[config.mk]
export PLATFORM = sky130hd
export DESIGN_NAME = sample_frame_loader
export DESIGN_NICKNAME = d
export VERILOG_FILES = /design/src/rtl/sample_frame_loader.sv
export SDC_FILE = /design/constraint.sdc
export NUM_CORES = 1
export LEC_CHECK = 0
export ABC_AREA = 1
export CORE_ASPECT_RATIO = 0.6
export CORE_UTILIZATION = 45
export DETAILED_ROUTE_END_ITERATION = 7
export HOLD_SLACK_MARGIN = 0.1
export PLACE_DENSITY = 0.84
export SETUP_SLACK_MARGIN = 0.2
export SYNTH_ARGS = -nofsm -noshare
export SYNTH_HDL_FRONTEND = slang
export SYNTH_SLANG_ARGS = --single-unit
export TNS_END_PERCENT = 20
[constraint.sdc]
create_clock -name clk -period 2.04 [get_ports clk]
set_input_delay 0.204 -clock clk [delete_from_list [all_inputs] [get_ports clk]]
set_output_delay 0.204 -clock clk [all_outputs]
set_load 0.01 [all_outputs]
[src/rtl/sample_frame_loader.sv]
// Serial-to-parallel frame loader: packs LANES signed samples into one frame held under valid/ready.
// Define SFL_SUM_EN to build the running frame-sum accumulator; otherwise out_sum is tied to zero.
module sample_frame_loader #(
  parameter int DATAWIDTH = 16,
  parameter int LANES     = 8,
  parameter int CNTWIDTH  = 8
) (
  input  logic                         clk,
  input  logic                         rst,
  input  logic [DATAWIDTH-1:0]         in_data,
  input  logic                         in_valid,
  output logic                         in_ready,
  output logic [LANES*DATAWIDTH-1:0]   out_lanes,
  output logic                         out_valid,
  input  logic                         out_ready,
  output logic [2*DATAWIDTH-1:0]       out_sum,
  output logic [CNTWIDTH-1:0]          frame_cnt
);

  localparam int IDXW = (LANES > 1) ? $clog2(LANES) : 1;
  localparam logic [IDXW-1:0] LAST_IDX = IDXW'(LANES - 1);

  typedef enum logic {
    FILL = 1'b0,
    FULL = 1'b1
  } state_t;

  state_t          state;
  logic [IDXW-1:0] idx;
  logic            accept;
  logic            last;

  assign accept = in_valid && in_ready;
  assign last   = (idx == LAST_IDX);

  // in_ready/out_valid are registered alongside state so no input reaches an output combinationally.
  always_ff @(posedge clk) begin
    if (rst) begin
      state     <= FILL;
      idx       <= '0;
      out_lanes <= '0;
      out_valid <= 1'b0;
      in_ready  <= 1'b1;
      frame_cnt <= '0;
    end else begin
      case (state)
        FILL: begin
          if (accept) begin
            for (int unsigned k = 0; k < LANES; k++) begin
              if (idx == IDXW'(k))
                out_lanes[k*DATAWIDTH +: DATAWIDTH] <= in_data;
            end
            if (last) begin
              state     <= FULL;
              idx       <= '0;
              in_ready  <= 1'b0;
              out_valid <= 1'b1;
            end else begin
              idx <= idx + 1'b1;
            end
          end
        end
        FULL: begin
          if (out_ready) begin
            state     <= FILL;
            out_valid <= 1'b0;
            in_ready  <= 1'b1;
            frame_cnt <= frame_cnt + 1'b1;
          end
        end
      endcase
    end
  end

`ifdef SFL_SUM_EN
  logic signed [2*DATAWIDTH-1:0] acc;
  logic signed [2*DATAWIDTH-1:0] sample_ext;

  assign sample_ext = {{DATAWIDTH{in_data[DATAWIDTH-1]}}, in_data};

  // The first sample of a frame restarts the sum instead of adding to the previous frame's total.
  always_ff @(posedge clk) begin
    if (rst)
      acc <= '0;
    else if (accept)
      acc <= ((idx == '0) ? '0 : acc) + sample_ext;
  end

  assign out_sum = acc;
`else
  assign out_sum = '0;
`endif

endmodule

==> run_results.csv, run 1 <==
group,metric,value,unit
die,core_region_area,0.0116,mm²
power,leakagePower,0.00282,µW
placed_design,dp_hpwl,11000,µm
timing,min_period,1.73,ns
die,dieArea,0.0127,mm²
critical_path,reg2reg_from,"idx[1]",
grt,antenna_found_initial,2,
timing,rsz0062_at_grt,"yes",
clock_network,cts_made_buffers,17,
grt,grt_max_degree,69,
grt,grt_pass1_wl,25800,µm
critical_path,critical_path.top_delay_family,"simple AND/OR/NAND/NOR gates",
critical_path,crit_buf_inv,3,
placed_design,place_ws,0.115,ns
routing,firstDrtPassIters,5,
routing,drtAntennaViolNets,0,
yosys,synth.avg_cell_area,7.79,µm²
yosys,synthCells,708,
die,die_height,87.7,µm
critical_path,max_stage_delay,0.40,ns
hold_path,worstHoldStart,"rst",
routing,totalWireLength,16700,µm
clock_network,htreeDepth,4,
die,die_w,145,µm
critical_path,path_class,"register to register",
clock_network,cts_tree,"built",
grt,grt_pass1_vias,4557,
layout,finalCoreUtilization,65.8,%
timing,worstMarginPinSlew,0.758,ns
routing,vias_per_cell,5.08,
placed_design,portBuffers,157,
critical_path,worstPathMaxFanout,17,
layout,drive_gt1_share,6.71,%
placed_design,routabilityCongestion,0.883,
routing,routedWlPerCell,16.3,µm
critical_path,setup.worst_path.end_class,"register",
clock_network,clockBufferDepth,2,
yosys,synth_cell_type_count,21,
grt,grt.overflow.total,0,
routing,vias,5217,
clock_network,clkTransAtPathRegs,0.06,ns
critical_path,cp_slowest_cell,"dfxtp_1",
timing,max_slew_margin,49.1,%
clock_network,clk_latency,0.41,ns
critical_path,crit_arrival,2.02,ns
power,p_per_area,841,mW/mm²
die,rows,30,
timing,finalSetupTns,0,ns
power,ir_drop,0.580,mV
die,initial_core_util,47.5,%
clock_network,cts.sinks,142,
timing,drv_slew,0,
layout,area_delta_synth_final,38.4,%
yosys,netlist_area,0.00551,mm²
routing,drt_iter0_markers,494,
critical_path,cp-start-kind,"register",
critical_path,path_cells,"inv_1 -> ha_1 -> nand2_1 -> inv_1 -> nand2_1 -> inv_2 -> nor2_1 -> nor2_1",
layout,final_nets,880,
flow_run,maxCapViolations,0,
timing,hold_ws,0.446,ns
yosys,ys_ff_latch,142,
timing,layout_setup_ws,0.311,ns
hold_path,hold_class,"input pin to register",
yosys,synth_seq_area_share,51.6,%
routing,post-route-drc-count,0,
timing,fin_crit_sh,84.8,%
clock_network,cts_root_buffer,"clkbuf_16",
yosys,ys_warn_count,0,
die,ios,190,
grt,track_usage,26.4,%
outcome,status,"completed",
timing,fin_skew,0.00650,ns
critical_path,crit_path_start,"idx[1]",
timing,final-setup-viol-count,0,
timing,hold_viol_final,0,
critical_path,required,2.34,ns
timing,max_freq,578,MHz
[where the power goes]
| group | leakage [µW] | internal, µW | switching [µW] |
|---|---|---|---|
| Clock | 0.000276 | 1710 | 1190 |
| Combinational | 0.00140 | 246 | 378 |
| Sequential | 0.00115 | 2850 | 52.7 |
| Total | 0.00282 | 4800 | 1620 |
[synthesized netlist by cell type, drive strengths merged]
| cell type | instances | area (µm²) |
|---|---|---|
| ha | 8 | 100 |
| nand4 | 1 | 6.26 |
| nor2 | 149 | 577 |
| o21ai | 67 | 335 |
| o21a | 1 | 7.51 |
| buf | 56 | 387 |
| nand3b | 1 | 7.51 |
| inv | 25 | 93.8 |
| a21oi | 72 | 360 |
| nand3 | 71 | 355 |
| dfxtp | 142 | 2840 |
| conb | 1 | 3.75 |
| clkinv | 1 | 3.75 |
| nand2 | 95 | 367 |
| clkbuf | 18 | 67.6 |
[cells in the final DEF, fill, tap and decap left out, drive strengths merged]
master	instances
a21oi	72
buf	12
bufinv	1
clkbuf	18
clkdlybuf4s50	156
clkinv	11
clkinvlp	2
conb	32
dfxtp	142
diode	1
ha	8
inv	26
nand2	95
nand3	71
nand3b	1
nand4	1
nor2	149
o21a	1
o21ai	67
[registers in the layout (all words and copies together), names as in the netlist]
register,count
out_lanes,128
frame_cnt,8
idx,3
in_ready,1
out_valid,1
state,1
[cell type report]
cell class | count | area [µm²]
multi-input combinational | 497 | 2250
sequential | 142 | 2840
timing repair buffer | 168 | 1690
antenna | 1 | 2.50
clock inverter | 14 | 119
inverter | 26 | 97.6
clock buffer | 18 | 439
tap | 160 | 200
fill | 963 | 3970
[worst reg2reg max path, cell delays in order, from the launching register on]
cell and delay [ns]:
dfxtp_1 0.40, inv_1 0.09, ha_1 0.20, nand2_1 0.08, inv_1 0.05, nand2_1 0.36
inv_2 0.24, nor2_1 0.15, nor2_1 0.06
[path summary, 6_finish.rpt]
path	to	depth (start not counted)	slack (ns)
worst max register to register	out_lanes[82]	8	0.31
worst min register to register	out_lanes[56]	2	0.46
worst min-delay path	state	3	0.45
worst max-delay path	out_lanes[82]	8	0.31
[metrics by stage]
stage / instances / power [µW] / area [µm²]
2_1_floorplan: 739 / 3310 / 5630
3_3_place_gp: 993 / 3560 / 7060
3_5_place_dp: 993 / 3570 / 7060
4_1_cts: 1025 / 6430 / 7620
5_1_grt: 1025 / 6640 / 7630
6_report: 1026 / 6420 / 7630
[kinds of logic after synthesis]
family,share of synthesized area (%)
AO/OA/AOI/OAI,12.8
adder cells (fa/ha/maj),1.82
buffers and inverters,10.0
flip-flops,51.6
other,0.0680
AND/OR/NAND/NOR,23.8
[routing by layer]
layer | part of all wire [%] | vias to the layer above | track usage (%) | wire length [µm]
met2 | 42 | 271 | 38.6 | 7020
met4 | 1.1 | 0 | 7.16 | 190
met1 | 45 | 2399 | 37.3 | 7540
met5 | 0 | - | 0 | 0
li1 | - | 2529 | - | -
met3 | 12 | 18 | 8.59 | 1970
[repair_timing]
action / CTS / global route
buffers inserted: 0 / 0
hold buffers: 0 / 0
endpoints found under the hold margin: 0 / 0
setup endpoints to repair: 28 / 48
resized for setup: 1 / 2
Power figures use the tool's default switching activity.
==> run 2: changes to the inputs <==
- clock period: 2.04 -> 1.6 ns (I/O delays scaled with it)
==> run_results.csv, run 2 (same netlist as run 1, synthesis figures left out) <==
group,metric,value,unit
power,p_comb_share,11.6,%
timing,drv_slew,0,
grt,grt_pass1_wl,26400,µm
critical_path,setup.worst_path.end_class,"primary output",
critical_path,rr_endpoint,"out_lanes[80]",
routing,vias,5470,
timing,worstMarginPinSlew,0.581,ns
power,power,8640,µW
timing,max_slew_margin,61.1,%
die,die_w,145,µm
critical_path,critical_path.top_delay_family,"buffers and inverters",
hold_path,hold_depth,3,
power,leakagePower,0.00339,µW
critical_path,path_cells,"clkdlybuf4s50_1",
grt,grt.overflow.total,0,
timing,fin_skew,0.0103,ns
layout,final_nets,921,
timing,max_freq,668,MHz
layout,fill_cells,877,
layout,final_cell_mix,"143 x nor2_1, 137 x dfxtp_1, 128 x clkdlybuf4s50_1",
flow_run,maxCapViolations,0,
die,dieArea,0.0127,mm²
critical_path,worstPathMaxFanout,2,
timing,hold_ws,0.236,ns
grt,grt_max_degree,75,
clock_network,cts_made_buffers,17,
routing,routedWlPerCell,17.4,µm
clock_network,clockBufferDepth,2,
clock_network,cts.sinks,142,
layout,layout_commonest_cell,"nor2_1",
placed_design,dp.cells,1015,
critical_path,reg2reg_from,"idx[1]",
layout,drive_gt1_share,15.0,%
critical_path,max_stage_delay,0.58,ns
placed_design,routabilityCongestion,0.820,
timing,hold_viol_final,0,
power,ir_drop,0.764,mV
placed_design,portBuffers,157,
routing,drt_iter0_markers,445,
critical_path,crit_buf_inv,1,
layout,finalNonFillerCells,1066,
hold_path,hold_path_end,"state",
power,p_seq_share,42.8,%
critical_path,path_class,"register to primary output",
grt,antenna_found_initial,2,
routing,drtAntennaViolNets,0,
placed_design,dp_hpwl,11300,µm
die,rows,30,
timing,final-setup-viol-count,0,
timing,rsz0062_at_grt,"yes",
timing,fin_crit_sh,93.6,%
hold_path,worstHoldStart,"rst",
hold_path,hold_class,"input pin to register",
critical_path,r2r_setup_slack,0.17,ns
layout,n_antenna_cell,0,
timing,min_period,1.50,ns
placed_design,dpl_cell_area,0.00728,mm²
critical_path,cp-start-kind,"register",
layout,reg_top3,"out_lanes x128, frame_cnt x8, idx x3",
layout,top_register,"out_lanes",
critical_path,rr_worst_depth,9,
grt,track_usage,27.4,%
clock_network,cts_root_buffer,"clkbuf_16",
outcome,status,"completed",
timing,finalSetupTns,0,ns
die,initial_core_util,47.5,%
clock_network,clkTransAtPathRegs,0.06,ns
power,p_per_area,1030,mW/mm²
power,internal-power,6450,µW
clock_network,cts_tree,"built",
layout,largest_register_ffs,128,
clock_network,holdBufCountCts,0,
routing,totalWireLength,18500,µm
grt,grt_pass1_vias,4833,
clock_network,clk_latency,0.41,ns
critical_path,crit_arrival,1.34,ns
routing,post-route-drc-count,0,
power,p_switching,2190,µW
routing,vias_per_cell,5.13,
die,core_region_area,0.0116,mm²
critical_path,required,1.44,ns
power,clockPowerShare,45.6,%
routing,firstDrtPassIters,5,
power,sw_frac_of_total,25.4,%
clock_network,htreeDepth,4,
die,die_height,87.7,µm
layout,final_cell_area,0.00840,mm²
critical_path,cp_slowest_cell,"clkdlybuf4s50_1",
layout,area_delta_synth_final,52.4,%
die,ios,190,
[run 2: cell types whose count changed in the layout (fill, tap and decap cells not counted), sizes merged, moves of 5 or more]
cell	before	now
buf	12	47
clkdlybuf4s50	156	128
clkbuf	18	23
clkinv	11	5
dlygate4sd2	0	19
dlymetal6s2s	0	9
[run 2: area by class of cell]
class                   count  area [µm²]  share of cell area [%]
flip-flops and latches    142        2850                    33.9
multi-input cells         499        2450                    29.2
repair buffers            207        2200                    26.1
clock buffers              19         453                    5.39
well taps                 160         200                    2.38
clock inverters            13         136                    1.62
inverters                  26         111                    1.33
[run 2: worst max path at each step]
stage,from,endpoint,slack [ns],cells after the start
3_5_place_dp,in_valid,out_lanes[45],-0.04,7
4_1_cts,frame_cnt[3],frame_cnt[3],0.08,1
2_1_floorplan,idx[0],state,0.14,7
6_report,out_lanes[17],out_lanes[17],0.10,1
3_3_place_gp,in_valid,out_lanes[31],0.004,7
5_1_grt,idx[1],out_lanes[121],0.07,6
[run 2: stage by stage]
| step | setup WS [ns] | util [%] |
|---|---|---|
| 2_1_floorplan | 0.142 | - |
| 3_3_place_gp | 0.00385 | 62.8 |
| 3_5_place_dp | -0.0383 | 62.8 |
| 4_1_cts | 0.0796 | 68.1 |
| 5_1_grt | 0.0658 | 72.4 |
| 6_report | 0.103 | 72.4 |
[run 2: layer usage]
layer / GRT usage (%) / part of all wire (%)
met1: 37.2 / 43
met4: 8.80 / 1.6
met5: 0.714 / 0.070
met2: 41.5 / 44
met3: 8.70 / 12
[run 2: repair_timing]
item                                    CTS  global route
setup buffers                             3             8
resized for setup                        32            85
endpoints found under the setup margin  229           244
pin swaps                                 1            25
cloned                                    0             8
[run 2: power groups by stage]
stage | clock network [µW] | registers, µW | logic (µW)
floorplan | 0 | 3800 | 426
global route | 4130 | 3710 | 1070
CTS | 3970 | 3700 | 823
detailed placement | 0 | 3770 | 817
finish | 3940 | 3700 | 1000
global placement | 0 | 3770 | 805
==> run 3: changes to the inputs <==
- CELL_PAD_IN_SITES_DETAIL_PLACEMENT: not set -> 0
- CELL_PAD_IN_SITES_GLOBAL_PLACEMENT: not set -> 2
- CORE_UTILIZATION: 45 -> 27
- PLACE_DENSITY: 0.84 -> 0.9
- clock period: 1.6 -> 1.9 ns (I/O delays scaled with it)
==> run_results.csv, run 3 (same netlist as run 1, synthesis figures left out) <==
group,metric,value,unit
outcome,status,"complete, but fails checks",
outcome,violations,"DRC",
layout,reg_top3,"out_lanes x128, frame_cnt x8, idx x3",
timing,max_slew_margin,57.8,%
layout,finalNonFillerCells,1151,
flow_run,maxCapViolations,0,
layout,drive_gt1_share,7.86,%
die,initial_core_util,27.5,%
layout,layout_commonest_cell,"clkdlybuf4s50_1",
timing,fin_skew,0.0117,ns
critical_path,worstPathMaxFanout,6,
placed_design,dp_hpwl,12700,µm
critical_path,rr_worst_depth,6,
timing,drv_slew,0,
routing,vias_per_cell,4.37,
routing,totalWireLength,19000,µm
timing,max_freq,617,MHz
timing,rsz0062_at_grt,"yes",
critical_path,setup.worst_path.end_class,"primary output",
timing,min_period,1.62,ns
timing,hold_viol_final,0,
layout,register_area,0.00284,mm²
grt,antenna_found_initial,0,
grt,use_met1,27.2,%
die,rows,40,
layout,final_nets,894,
hold_path,hold_depth,3,
grt,grt_pass1_wl,28700,µm
timing,fin_crit_sh,85.3,%
clock_network,clockBufferDepth,2,
critical_path,max_stage_delay,0.58,ns
layout,fill_cells,2111,
critical_path,crit_arrival,1.43,ns
grt,grt_pass1_vias,4725,
layout,n_antenna_cell,0,
clock_network,cts_setup_buffers,0,
routing,post-route-drc-count,1,
critical_path,path_class,"register to primary output",
die,core_region_area,0.0200,mm²
clock_network,clkTransAtPathRegs,0.06,ns
die,die_w,186,µm
placed_design,portBuffers,157,
placed_design,dp.cells,1120,
clock_network,cts_tree,"built",
critical_path,required,1.71,ns
hold_path,hold_class,"input pin to register",
timing,final-setup-viol-count,0,
layout,largest_register_ffs,128,
critical_path,path_cells,"clkdlybuf4s50_1",
die,dieArea,0.0210,mm²
grt,track_usage,18.1,%
routing,vias,5035,
clock_network,cts.sinks,142,
placed_design,routabilityCongestion,0.747,
grt,grt_max_degree,75,
clock_network,htreeDepth,4,
power,ir_drop,0.591,mV
grt,use_met3,5.46,%
grt,gr-max-usage-layer,"met1",
clock_network,cts_root_buffer,"clkbuf_16",
clock_network,clk_latency,0.41,ns
layout,top_register,"out_lanes",
critical_path,crit_cells,1,
routing,firstDrtPassIters,6,
timing,worstMarginPinSlew,0.631,ns
layout,multi_input_area,0.00224,mm²
routing,drt_iter0_markers,219,
routing,drtAntennaViolNets,0,
layout,final_cell_mix,"156 x clkdlybuf4s50_1, 144 x nor2_1, 142 x dfxtp_1",
routing,routedWlPerCell,16.5,µm
die,die_height,113,µm
grt,grt.overflow.total,0,
grt,gr-usage-met2,24.6,%
critical_path,crit_buf_inv,1,
critical_path,critical_path.top_delay_family,"buffers and inverters",
power,leakagePower,0.00294,µW
timing,finalSetupTns,0,ns
critical_path,cp-start-kind,"register",
critical_path,cp_slowest_cell,"clkdlybuf4s50_1",
power,p_per_area,939,mW/mm²
clock_network,cts_made_buffers,17,
layout,area_delta_synth_final,44.5,%
die,ios,190,
run 3: layer usage:
layer,part of all wire [%],up-vias
met4,0.54,0
met2,40,176
met5,0,-
met1,50,2296
met3,9.5,10
li1,-,2553
run 3: through the flow:
stage | total power (µW) | cell area [µm²] | setup slack [ns] | hold slack (ns) | util [%]
CTS | 7550 | 7960 | 0.251 | 0.269 | 39.8
detailed placement | 3880 | 7320 | 0.112 | 0.453 | 36.6
global placement | 3890 | 7320 | 0.127 | 0.450 | 36.6
floorplan | 3560 | 5630 | 0.374 | 0.350 | -
global route | 7740 | 7970 | 0.157 | 0.294 | 39.8
finish | 7480 | 7970 | 0.279 | 0.275 | 39.8
run 3: worst paths after layout:
| path | from | slack [ns] | to |
|---|---|---|---|
| worst max-delay path | frame_cnt[3] | 0.28 | frame_cnt[3] |
| worst min-delay path | rst | 0.27 | out_lanes[13] |
| worst max register to register | in_ready | 0.29 | out_lanes[36] |
| worst min register to register | out_lanes[63] | 0.46 | out_lanes[63] |
run 3: timing repair:
action	in CTS	in global routing
gates resized for setup	1	1
endpoints found under the setup margin	3	44
cloned	0	0
hold buffers	0	0
run 3: layout make-up:
| type | instances | share of cell area (%) |
|---|---|---|
| timing repair buffer | 182 | 22.6 |
| tap | 273 | 4.29 |
| multi-input combinational | 497 | 28.2 |
| clock buffer | 20 | 5.61 |
| sequential | 142 | 35.7 |
| inverter | 26 | 1.23 |
| clock inverter | 11 | 2.39 |
run 3: power by group:
part | switching [µW] | total, µW | internal, µW | leakage, µW
sequential | 53.9 | 3110 | 3060 | 0.00115
clock | 1300 | 3660 | 2360 | 0.000310
combinational | 425 | 710 | 285 | 0.00148
==> RTL change 1, RTL diff (config.mk and constraints of run 3) <==
The option `SFL_SUM_EN` is turned on by a define.
--- a/src/rtl/sample_frame_loader.sv
+++ b/src/rtl/sample_frame_loader.sv
@@ -1,5 +1,7 @@
 // Serial-to-parallel frame loader: packs LANES signed samples into one frame held under valid/ready.
 // Define SFL_SUM_EN to build the running frame-sum accumulator; otherwise out_sum is tied to zero.
+`define SFL_SUM_EN
+
 module sample_frame_loader #(
   parameter int DATAWIDTH = 16,
   parameter int LANES     = 8,
Function: changed (Yosys sat finds a counterexample within 4 cycles, from zero or initial values and one cycle with rst high).
==> RTL change 1 against run 3 <==
- the flow finishes with violations (setup timing)
- count of clock-buffer cells in the layout down 3
- power up 46%
- synthesized area up 59%
- sequential cell count up 32
- setup slack worse by 760 ps
- final area up 81%
- global-route usage up 2.9 points
- non-clock buffer count up 177
- routed wire length up 85%
- critical path type is now reg2reg
- largest cell class is now multi-input gates
==> RTL change 1: results (changes against run 3) <==
metric,value,unit,change
clock root cell,clkbuf_16,,unchanged
H-tree depth,4,,unchanged
Crit path arrival time,2730,ps,was 1430 ps
CTS max path bufs,2,,unchanged
first-pass GRT wire length,52.9,mm,was 28.7 mm
hold path depth,3,,unchanged
failing checks,setup timing,,was DRC
Area contributors post-synth,"dfxtp_1, nor2_1, nand2_1",,"was dfxtp_1, nor2_1, a21oi_1"
Lkg Pwr,6.50,nW,was 2.94 nW
post-synth cell types,31,,was 21
ANT nets after route,0,,unchanged
nets@finish,1730,,was 894
Max stage delay on crit path,420,ps,was 580 ps
pre-CTS WS,-635,ps,was 112 ps
largest delay contributor family on the critical path,simple AND/OR/NAND/NOR gates,,was buffers and inverters
fraction of layout cells with a size suffix above 1,0.284,,was 0.0786
Final WS setup,-476,ps,was 279 ps
"slowest stage cell, crit path",fa_2,,was clkdlybuf4s50_1
port bufs,189,,was 157
max reg flops,128,,unchanged
initial drt markers,743,,was 219
Biggest register,out_lanes,,unchanged
largest net degree at the start of global routing,48,,was 75
status,finished with violations,,unchanged
CTS buffer count,17,,unchanged
DRT Pass-1 Iters,5,,was 6
cells on worst reg2reg path,18,,was 6
Placer Congestion,0.907,,was 0.747
maximum VDD drop,0.594,mV,was 0.591 mV
syn_nets,1398,,
Remaining DRCs,0,,was 1
synth warn,0,,unchanged
sequential area share after synthesis,0.397,,was 0.516
via count,9767,,was 5035
Clock Pin Slew Worst Setup and Hold Paths,70,ps,
Clock Skew,9.96,ps,was 11.7 ps
antenna violations before repair,5,,was 0
fill count,3078,,was 2111
TNS Setup,-10920,ps,was 0 ps
post-detail-place hpwl,25.9,mm,was 12.7 mm
all-layer global routing usage,0.210,,was 0.181
Final setup viols,30,,was 0
Post-DP Area,12300,sq um,was 7320 sq um
Clock Latency Late Sink,460,ps,was 410 ps
top post-synthesis cells by count,"nor2_1, nand2_1, inv_1",,"was nor2_1, dfxtp_1, nand2_1"
final wirelength,35.3,mm,was 19.0 mm
vias in the first global route,8823,,was 4725
hold crit path type,in2reg,,unchanged
Crit Path Max Fanout,6,,unchanged
Synth async-reset ratio,0,,unchanged
slew of the pin with the lowest slew margin,544,ps,was 631 ps
[RTL change 1: cell count changes after synthesis, sizes merged, moves of 3 or more]
cell / change
nor3: +7
nand3: -9
nand2: +168
nand4: +3
o21bai: +3
buf: -44
ha: +30
a21oi: +11
clkbuf: +16
o21ai: +72
inv: +166
nor2: +155
xor2: +15
dfxtp: +32
[RTL change 1: where the power goes]
part / internal [mW] / total [mW] / switching, mW
Clock: 1.90 / 3.70 / 1.80
Combinational: 1.49 / 3.24 / 1.74
Sequential: 3.84 / 3.95 / 0.113
Total: 7.23 / 10.9 / 3.66
[RTL change 1: layer usage]
layer | vias up | global-route usage | part of all wire | wire length [um]
li1 | 4851 | - | - | -
met1 | 4597 | 0.314 | 0.51 | 18100
met2 | 268 | 0.297 | 0.41 | 14400
met3 | 43 | 0.0516 | 0.060 | 2100
met4 | 8 | 0.0457 | 0.015 | 544
met5 | - | 0 | 0.0015 | 53
[RTL change 1: final cells by class]
type	count	area, sq um	area share
inverter	194	743	0.0515
multi-input combinational	925	5660	0.392
clock buffer	17	425	0.0295
antenna	2	5.00	0.000347
timing repair buffer	359	3390	0.235
tap	416	520	0.0361
clock inverter	15	191	0.0133
sequential	174	3490	0.242
[RTL change 1: worst reg2reg max path, cell delays in order (launching register included)]
cell	delay [ps]
dfxtp_2	330
inv_2	70
ha_4	150
nand2_4	70
inv_8	90
buf_12	140
nor2_4	50
ha_4	170
fa_2	420
nand3_4	100
nand3_4	90
nand3_2	100
nand3_4	120
nand3_4	100
nand2_1	60
nand2_1	60
nand3_1	60
nand2_1	70
inv_1	30
[RTL change 1: timing repair]
item                                   in CTS  in global routing
endpoints found under the hold margin       0                  0
gates resized for setup                   176                188
setup endpoints to repair                  33                 76
buffers inserted                            9                 10
gates cloned                                2                  0
pin swaps                                  62                 69
[RTL change 1: final timing paths]
| check | startpoint | end | slack [ps] |
|---|---|---|---|
| worst max register to register | idx[0] | out_sum[20] | -480 |
| worst min register to register | out_lanes[63] | out_lanes[63] | 470 |
| worst min-delay path | rst | out_lanes[49] | 240 |
| worst max-delay path | idx[0] | out_sum[20] | -480 |
[RTL change 1: kinds of logic (layout without fill, tap and decap cells)]
| group | after synthesis | in the layout | share of synthesized area |
|---|---|---|---|
| simple gates | 642 | 642 | 0.292 |
| buf+inv | 240 | 585 | 0.108 |
| compound gates | 228 | 228 | 0.132 |
| flops | 174 | 174 | 0.397 |
| fa+ha+maj | 39 | 39 | 0.0564 |
| xor+xnor | 16 | 16 | 0.0160 |
| other cells | 0 | 2 | 0 |
[RTL change 1: through the flow]
stage / instances / util
final: 2102 / 0.457
after global routing: 2101 / 0.457
after global placement: 2047 / 0.390
after floorplan: 1339 / -
after CTS: 2090 / 0.434
after detailed placement: 2047 / 0.390
==> RTL change 2, RTL diff (flow settings as in run 3) <==
Without the edit above. Register the output `frame_cnt` once more, with the module's reset; this adds one clock of latency there. The other outputs are not delayed to match.
--- a/src/rtl/sample_frame_loader.sv
+++ b/src/rtl/sample_frame_loader.sv
@@ -25,6 +25,8 @@
     FULL = 1'b1
   } state_t;
 
+  logic [CNTWIDTH-1:0] frame_cnt_s0;
+
   state_t          state;
   logic [IDXW-1:0] idx;
   logic            accept;
@@ -41,7 +43,7 @@
       out_lanes <= '0;
       out_valid <= 1'b0;
       in_ready  <= 1'b1;
-      frame_cnt <= '0;
+      frame_cnt_s0 <= '0;
     end else begin
       case (state)
         FILL: begin
@@ -65,7 +67,7 @@
             state     <= FILL;
             out_valid <= 1'b0;
             in_ready  <= 1'b1;
-            frame_cnt <= frame_cnt + 1'b1;
+            frame_cnt_s0 <= frame_cnt_s0 + 1'b1;
           end
         end
       endcase
@@ -91,5 +93,13 @@
   assign out_sum = '0;
 `endif
 
+  always_ff @(posedge clk) begin
+    if (rst) begin
+      frame_cnt <= '0;
+    end else begin
+      frame_cnt <= frame_cnt_s0;
+    end
+  end
+
 endmodule
 
Function: same outputs for any inputs over 4 cycles, from zero or initial values and one cycle with rst high; that may be too few to reach the edited logic, so the function may still have changed.
==> RTL change 2 against run 3 <==
- sequential power up 5%
- power up 1.5%
- setup slack better by 33 ps
- routed wire length up 2.8%
- fmax up 2.1%
- hold slack worse by 110 ps
- final area up 2.7%
- sequential cell count up 8
- global-route usage up 0.075 points
- clock skew down 2.0 ps
- die area up 3.4%
- clock power down 2%
- synthesized area up 3.4%
- critical path type unchanged
- largest cell class unchanged
- highest routed layer unchanged
==> RTL change 2: results (changes against run 3) <==
metric,value,unit,change
maximum VDD drop,0.585,mV,was 0.591 mV
Lkg Pwr,3.02,nW,was 2.94 nW
multi-input gate count,504,,was 497
sequential area share after synthesis,0.526,,was 0.516
CTS buffer count,17,,unchanged
vias per cell,4.47,,was 4.37
met1 usage,0.274,,was 0.272
routed length per instance,16.6,um,was 16.5 um
multi-input logic area,2250,sq um,was 2240 sq um
status,finished clean,,was finished with violations
Clock Pin Slew Worst Setup and Hold Paths,60,ps,about the same
NonClk Buf Share,0.226,,about the same
Crit path arrival time,1400,ps,was 1430 ps
clk cell area share,0.0759,,was 0.0799
fraction of layout cells with a size suffix above 1,0.0796,,was 0.0786
"Slew Viols, Final",0,,unchanged
Synth async-reset ratio,0,,unchanged
hold crit path type,in2reg,,unchanged
biggest regs,"out_lanes x128, frame_cnt x8, frame_cnt_s0 x8",,"was out_lanes x128, frame_cnt x8, idx x3"
Area contributors post-synth,"dfxtp_1, nor2_1, nand2_1",,"was dfxtp_1, nor2_1, a21oi_1"
Crit Path Max Fanout,2,,was 6
Max stage delay on crit path,580,ps,about the same
met3 usage,0.0521,,was 0.0546
Signal inverters,30,,was 26
Clock Skew,9.69,ps,was 11.7 ps
GR Util met2,0.242,,was 0.246
"slowest stage cell, crit path",clkdlybuf4s50_1,,unchanged
clock buffer count,19,,was 20
storage element area,3000,sq um,was 2840 sq um
DRT Pass-1 Iters,5,,was 6
initial drt markers,398,,was 219
fill count,2093,,was 2111
first-pass GRT wire length,29.0,mm,was 28.7 mm
Slew HR,0.613,,was 0.578
vias in the first global route,4885,,was 4725
nets@finish,919,,was 894
n_diodes,0,,unchanged
top post-synthesis cells by count,"nor2_1, dfxtp_1, nand2_1",,unchanged
number of sequential cells,150,,was 142
number of non-clock buffers,188,,was 182
largest net degree at the start of global routing,77,,was 75
all-layer global routing usage,0.181,,about the same
post-detail-place hpwl,12.8,mm,was 12.7 mm
Placer Congestion,0.764,,was 0.747
-- RTL change 2: cell types whose count changed after synthesis, sizes merged --
cell / change
buf: +1
dfxtp: +8
inv: +4
nand2: +2
nand3: -2
nor2: +7
-- RTL change 2: cell families (layout without fill, tap and decap cells) --
| kind of cell | count (synthesis) | in the layout | share of synthesized area |
|---|---|---|---|
| AOI/OAI and AO/OA | 140 | 140 | 0.123 |
| adders and majority gates | 8 | 8 | 0.0175 |
| buffers and inverters | 105 | 250 | 0.100 |
| DFF | 150 | 150 | 0.526 |
| other | 1 | 32 | 0.000657 |
| and+or+nand+nor | 324 | 324 | 0.232 |
-- RTL change 2: layer usage --
metal | part of all wire | up-vias | wire, um
li1 | - | 2618 | -
met1 | 0.52 | 2428 | 10100
met2 | 0.38 | 203 | 7470
met3 | 0.089 | 18 | 1730
met4 | 0.014 | 0 | 268
met5 | 0 | - | 0
-- RTL change 2: metrics by stage --
stage                     area, sq um  std cells  setup WS, ps  hold slack, ps
after global routing             8180       1177           195             183
after global placement           7550       1145           170             431
after floorplan                  5820        759           392             355
final                            8180       1177           312             169
after CTS                        8170       1177           287             168
after detailed placement         7550       1145           156             429
-- RTL change 2: what timing repair did --
item	4_1_cts	5_1_grt
setup endpoints to repair	0	32
resized for setup	0	3
hold buffers	0	0
-- RTL change 2: power breakdown --
group          internal [mW]  switching, mW  leakage [nW]
Clock                   2.23           1.37         0.303
Sequential              3.23         0.0587          1.21
Combinational          0.293          0.425          1.51
Total                   5.75           1.85          3.02
-- RTL change 2: final timing paths --
path,cells after the start,end,from,slack [ps]
worst max-delay path,1,out_lanes[10],out_lanes[10],310
worst min-delay path,4,idx[2],rst,170
worst max register to register,8,out_lanes[75],idx[0],370
worst min register to register,2,frame_cnt[7],frame_cnt_s0[7],450
